## src/rtl/bp_fe_fetch_tracker.sv

```systemverilog
// rtl/bp_fe_fetch_tracker.sv - credit-limited in-flight fetch tracker with fault folding and in-order response queue
// Define BP_FE_FETCH_TRACKER_BYPASS_EN to forward stage lat_p straight to resp_* when the queue is empty.
module bp_fe_fetch_tracker #(
   parameter int vaddr_width_p = 39,
   parameter int instr_width_p = 32,
   parameter int lat_p         = 2,
   parameter int queue_els_p   = 4
) (
   input  logic                     clk_i,
   input  logic                     reset_n_i,
   input  logic [vaddr_width_p-1:0] fetch_vaddr_i,
   input  logic                     fetch_v_i,
   output logic                     fetch_ready_o,
   input  logic                     poison_i,
   input  logic                     flush_i,
   input  logic                     itlb_miss_i,
   input  logic                     page_fault_i,
   input  logic                     access_fault_i,
   input  logic [instr_width_p-1:0] data_i,
   input  logic                     data_v_i,
   output logic [vaddr_width_p-1:0] resp_vaddr_o,
   output logic [instr_width_p-1:0] resp_data_o,
   output logic [2:0]               resp_fault_o,
   output logic                     resp_v_o,
   input  logic                     resp_ready_i
);
   localparam int cnt_w_lp = $clog2(queue_els_p + 1);
   localparam int ptr_w_lp = (queue_els_p > 1) ? $clog2(queue_els_p) : 1;
   localparam logic [cnt_w_lp-1:0] cnt_max_lp  = cnt_w_lp'(queue_els_p);
   localparam logic [ptr_w_lp-1:0] ptr_last_lp = ptr_w_lp'(queue_els_p - 1);

   logic [lat_p-1:0]         v_q, v_d;
   logic [vaddr_width_p-1:0] va_q [lat_p];
   logic [vaddr_width_p-1:0] va_d [lat_p];
   // {access, page, itlb}; stage 1 reads the live inputs, so its slot is not stored
   logic [2:0]               flt_q [1:lat_p-1];
   logic [2:0]               flt_d [1:lat_p-1];

   logic [vaddr_width_p-1:0] q_va_q   [queue_els_p];
   logic [instr_width_p-1:0] q_data_q [queue_els_p];
   logic [2:0]               q_flt_q  [queue_els_p];
   logic [ptr_w_lp-1:0]      rptr_q, rptr_d, wptr_q, wptr_d;
   logic [cnt_w_lp-1:0]      occ_q, occ_d, cnt_q, cnt_d, killed;

   logic                     accept, last_v, enq, deq, pop;
   logic [2:0]               last_code;
   logic [instr_width_p-1:0] last_data;

   assign fetch_ready_o = reset_n_i & (cnt_q < cnt_max_lp) & ~flush_i;
   assign accept        = fetch_v_i & fetch_ready_o;
   assign last_v        = v_q[lat_p-1] & ~poison_i & ~flush_i;
   assign deq           = resp_v_o & resp_ready_i;

   always_comb begin
      if      (flt_q[lat_p-1][2]) last_code = 3'd4;
      else if (flt_q[lat_p-1][1]) last_code = 3'd3;
      else if (flt_q[lat_p-1][0]) last_code = 3'd2;
      else if (!data_v_i)         last_code = 3'd1;
      else                        last_code = 3'd0;
   end
   assign last_data = (last_code == 3'd0) ? data_i : '0;

`ifdef BP_FE_FETCH_TRACKER_BYPASS_EN
   logic bypass_v;
   assign bypass_v     = last_v & (occ_q == '0);
   assign enq          = last_v & ~(bypass_v & resp_ready_i);
   assign pop          = deq & ~bypass_v;
   assign resp_v_o     = (bypass_v | (occ_q != '0)) & ~flush_i;
   assign resp_vaddr_o = bypass_v ? va_q[lat_p-1] : q_va_q[rptr_q];
   assign resp_data_o  = bypass_v ? last_data     : q_data_q[rptr_q];
   assign resp_fault_o = bypass_v ? last_code     : q_flt_q[rptr_q];
`else
   assign enq          = last_v;
   assign pop          = deq;
   assign resp_v_o     = (occ_q != '0) & ~flush_i;
   assign resp_vaddr_o = q_va_q[rptr_q];
   assign resp_data_o  = q_data_q[rptr_q];
   assign resp_fault_o = q_flt_q[rptr_q];
`endif

   always_comb begin
      v_d     = '0;
      va_d    = va_q;
      flt_d   = flt_q;
      v_d[0]  = accept;
      va_d[0] = accept ? fetch_vaddr_i : va_q[0];
      for (int i = 1; i < lat_p; i++) begin
         v_d[i]  = v_q[i-1] & ~poison_i & ~flush_i;
         va_d[i] = va_q[i-1];
      end
      flt_d[1] = v_q[0] ? {access_fault_i, page_fault_i, itlb_miss_i} : 3'b000;
      for (int i = 2; i < lat_p; i++) flt_d[i] = flt_q[i-1];

      killed = '0;
      if (poison_i)
         for (int i = 0; i < lat_p; i++) killed = killed + cnt_w_lp'(v_q[i]);

      rptr_d = rptr_q;
      wptr_d = wptr_q;
      occ_d  = occ_q;
      if (flush_i) begin
         rptr_d = '0;
         wptr_d = '0;
         occ_d  = '0;
      end else begin
         if (enq) wptr_d = (wptr_q == ptr_last_lp) ? '0 : wptr_q + ptr_w_lp'(1);
         if (pop) rptr_d = (rptr_q == ptr_last_lp) ? '0 : rptr_q + ptr_w_lp'(1);
         occ_d = occ_q + cnt_w_lp'(enq) - cnt_w_lp'(pop);
      end

      // a killed entry or a consumed response both return a credit; a flush returns all of them
      if (flush_i) cnt_d = cnt_w_lp'(accept);
      else         cnt_d = cnt_q + cnt_w_lp'(accept) - cnt_w_lp'(deq) - killed;
   end

   always_ff @(posedge clk_i or negedge reset_n_i) begin
      if (!reset_n_i) begin
         v_q    <= '0;
         rptr_q <= '0;
         wptr_q <= '0;
         occ_q  <= '0;
         cnt_q  <= '0;
         for (int i = 0; i < lat_p; i++) va_q[i] <= '0;
         for (int i = 1; i < lat_p; i++) flt_q[i] <= '0;
         for (int i = 0; i < queue_els_p; i++) begin
            q_va_q[i]   <= '0;
            q_data_q[i] <= '0;
            q_flt_q[i]  <= '0;
         end
      end else begin
         v_q    <= v_d;
         va_q   <= va_d;
         flt_q  <= flt_d;
         rptr_q <= rptr_d;
         wptr_q <= wptr_d;
         occ_q  <= occ_d;
         cnt_q  <= cnt_d;
         if (enq) begin
            q_va_q[wptr_q]   <= va_q[lat_p-1];
            q_data_q[wptr_q] <= last_data;
            q_flt_q[wptr_q]  <= last_code;
         end
      end
   end
endmodule
```

## config.mk

```make
export PLATFORM = sky130hd
export DESIGN_NAME = bp_fe_fetch_tracker
export DESIGN_NICKNAME = d
export VERILOG_FILES = /design/src/rtl/bp_fe_fetch_tracker.sv
export SDC_FILE = /design/constraint.sdc
export NUM_CORES = 1
export LEC_CHECK = 0
export BUFFER_PORTS_ARGS = -buffer_cell sky130_fd_sc_hd__buf_2
export CORE_MARGIN = 3
export CORE_UTILIZATION = 55
export DETAILED_ROUTE_END_ITERATION = 8
export PLACE_DENSITY_LB_ADDON = 0.08
export SYNTH_ARGS = -nofsm -noshare
export SYNTH_HDL_FRONTEND = slang
export SYNTH_SLANG_ARGS = --single-unit
export TNS_END_PERCENT = 100
```

## constraint.sdc

```tcl
create_clock -name clk_i -period 7.5 [get_ports clk_i]
set_clock_uncertainty 0.1 [all_clocks]
set_input_delay 1.125 -clock clk_i [delete_from_list [all_inputs] [get_ports clk_i]]
set_output_delay 1.125 -clock clk_i [all_outputs]
set_load 0.05 [all_outputs]
```

==> flow_metrics.tcl <==
set metrics [dict create \
    async_flop_share 1.000 \
    dp_hpwl_um 18790 \
    whs_ns 0.2738 \
    track_usage 0.2099 \
    core_mm2 0.02886 \
    power_switching_uw 1489 \
    synth-warning-count 0 \
    fin_crit_ns 4.335 \
    finalHoldViolations 0 \
    setup_tns_ns 0 \
    maxCapViolCount 0 \
    wl_um 31930 \
    fmax_mhz 230.7 \
    multi_input_area_mm2 0.005924 \
    pwr-share-clk 0.376 \
    ys_seq_elements 389 \
    worstPathArrival_ns 3.11 \
    drive_above_1_share 0.3902 \
    slew_violations 0 \
    grt_setup_unrepaired "no" \
    power_leakage_uw 0.008935 \
    max_slew_margin 0.3670 \
    setup_violations 0 \
    dpl-instance-area_mm2 0.01704 \
    r2r_end "q_va_q[76]" \
    cts_buffers 41 \
    insertion_delay_ns 0.52 \
    ctsResizeCount 0 \
    p_per_area_mw_per_mm2 294.3 \
    netlist_area_mm2 0.01621 \
    yosysSeqAreaShare 0.6004 \
    synth_cells 1099 \
    rrSetupSlack_ns 4.73 \
    synth_edf_count 0 \
    ant_nets 0 \
    synth_cell_types 31 \
    synthesis.nets 1193 \
    worst_slew_pin_slew_ns 0.9473 \
    cts_hold_buf 0 \
    avgSynthCellArea_um2 14.75 \
    switching_share 0.2748 \
    rr_worst_depth 5 \
    drt_first_pass_iters 4 \
    antenna_found_initial 3 \
    post_cts_buffers 0 \
    period_share 0.5780 \
    stdcell_area_mm2 0.01842 \
    synth_ff_type "dfrtp_1" \
    root_buffer "clkbuf_16" \
    nFillCells 2225 \
    crit_end "resp_data_o[29]" \
    path_max_fanout 45 \
    grt_overflow 0 \
    fp.dieW_um 177.7 \
    clockBufferDepth 3 \
    grt_max_degree 167 \
    place_congestion 0.7127 \
    internal_power_uw 3931 \
    seq_area_mm2 0.009742 \
    initial_core_util 0.5618 \
    dr.first_iter.drc_count 557 \
    reg2reg_from "wptr_q[0]" \
    rows 62 \
    io_buffers 156 \
    cp.required_ns 6.27 \
    die_h_um 177.7 \
    die-area_mm2 0.03157 \
    cp-startpoint "rptr_q[0]" \
    cts_max_level 2 \
    num_antenna_cells 0 \
    area_growth_pct 13.61 \
    numClockSinks 389 \
    startpoint_type "flip-flop" \
    via_per_inst 5.519 \
    cts_tree "yes" \
    critPathCaptureType "primary output" \
    grt_first_pass_wirelength_um 52510 \
    final_cells 1645 \
    vias 9078 \
    nNetsFinal 1327 \
    clkTransAtPathRegs_ns 0.06 \
    critical_path_class "flip-flop to primary output" \
    p_seq_frac 0.462 \
    grt_pass1_vias 9722 \
    status "complete, no violations" \
    dp_cells 1574 \
    wl_per_cell_um 19.41 \
    ir_drop_mv 0.2400 \
    drc 0 \
    hold_path_class "flip-flop to flip-flop" \
    pwr-share-comb 0.162 \
    pin_count 157 \
]
## routing by layer
metal	track usage	vias up	share of wire
li1	-	4147	-
met3	0.04579	55	0.054
met2	0.3468	201	0.48
met1	0.2874	4669	0.44
met4	0.05170	6	0.020
met5	0	-	0.0011
## power by group through the flow
stage	Combinational, µW	Sequential (µW)	Clock, µW
final	876	2510	2040
after detailed placement	887	2550	0
after global routing	941	2550	2170
after floorplan	752	2440	0
after global placement	877	2540	0
after CTS	891	2510	2090
## worst max-delay path, cell delays in order (launching register included)
cell     delay, ns
dfrtp_4       1.05
buf_4         0.69
mux4_2        0.61
buf_2         0.23
## per-stage QoR
stage,utilization,power (µW),worst slack (ns)
2_1_floorplan,-,3191,4.208
3_3_place_gp,0.5906,3421,3.586
3_5_place_dp,0.5906,3435,3.582
4_1_cts,0.6383,5495,3.019
5_1_grt,0.6383,5659,2.897
6_report,0.6383,5420,3.165
## logic make-up after synthesis
logic type / count (synthesis) / synth area share
xor+xnor: 5 / 0.002701
mux: 276 / 0.2521
fa+ha+maj: 13 / 0.01142
flops: 389 / 0.6004
compound gates: 138 / 0.04291
simple gates: 198 / 0.05217
buf+inv: 80 / 0.03828
## placed cells by master (no fill, tap or decap), drive strengths merged
cell	synthesis	final
dfrtp	389	389
nor3	1	1
o21ai	136	136
nor2	8	8
buf	56	166
mux2i	1	1
clkinv	0	8
o21bai	2	2
and2	4	4
xor2	1	1
clkbuf	19	59
ha	10	10
fa	3	3
inv	5	6
nand2b	1	1
nand4bb	4	4
nor4b	1	1
nor2b	5	5
and2b	1	1
mux2	201	201
bufinv	0	3
nor3b	3	3
mux4	74	74
nand2	170	170
xnor2	4	4
## sequential cells by signal (all words and copies together) (netlist names)
signal / flops
wptr_q: 2
q_flt_q: 12
va_q: 39
cnt_q: 3
rptr_q: 2
q_data_q: 128
q_va_q: 156
va_d: 39
occ_q: 3
flt_q: 3
v_q: 2
## synth_stat cells, types with 2 or more instances
master       n  area [µm²]
and2_1       4       25.02
buf_1        3       11.26
buf_12       4       80.08
buf_2       15       75.07
buf_4        5       37.54
buf_6       29       326.6
clkbuf_1    19       71.32
dfrtp_1    389        9734
fa_1         3       60.06
ha_1        10       125.1
inv_1        5       18.77
mux2_1      23       259.0
mux2_2     139        1565
mux2_4      39       585.6
mux4_2      74        1667
nand2_1    170       638.1
nand4bb_1    4       45.04
nor2_1       8       30.03
nor2b_1      5       31.28
nor3b_1      2       15.01
o21ai_0    120       600.6
o21ai_1     16       80.08
o21bai_1     2       15.01
xnor2_1      4       35.03
## layout make-up
cell class | count | area share
inverter | 5 | 0.001019
sequential | 389 | 0.5289
clock inverter | 12 | 0.007540
clock buffer | 59 | 0.06712
tap | 384 | 0.02609
timing repair buffer | 166 | 0.04769
multi-input combinational | 630 | 0.3216
## how the worst min path moves through the flow
stage | start | endpoint | slack (ns) | cells after the start
after CTS | va_d[34] | va_q[34] | 0.27 | 0
after global routing | va_d[34] | va_q[34] | 0.29 | 0
after detailed placement | va_d[10] | va_q[10] | 0.26 | 0
final | va_d[24] | va_q[24] | 0.27 | 0
after global placement | va_d[24] | va_q[24] | 0.26 | 0
after floorplan | va_d[0] | va_q[0] | 0.25 | 0
Note: power is estimated with default switching activity, not from simulation.
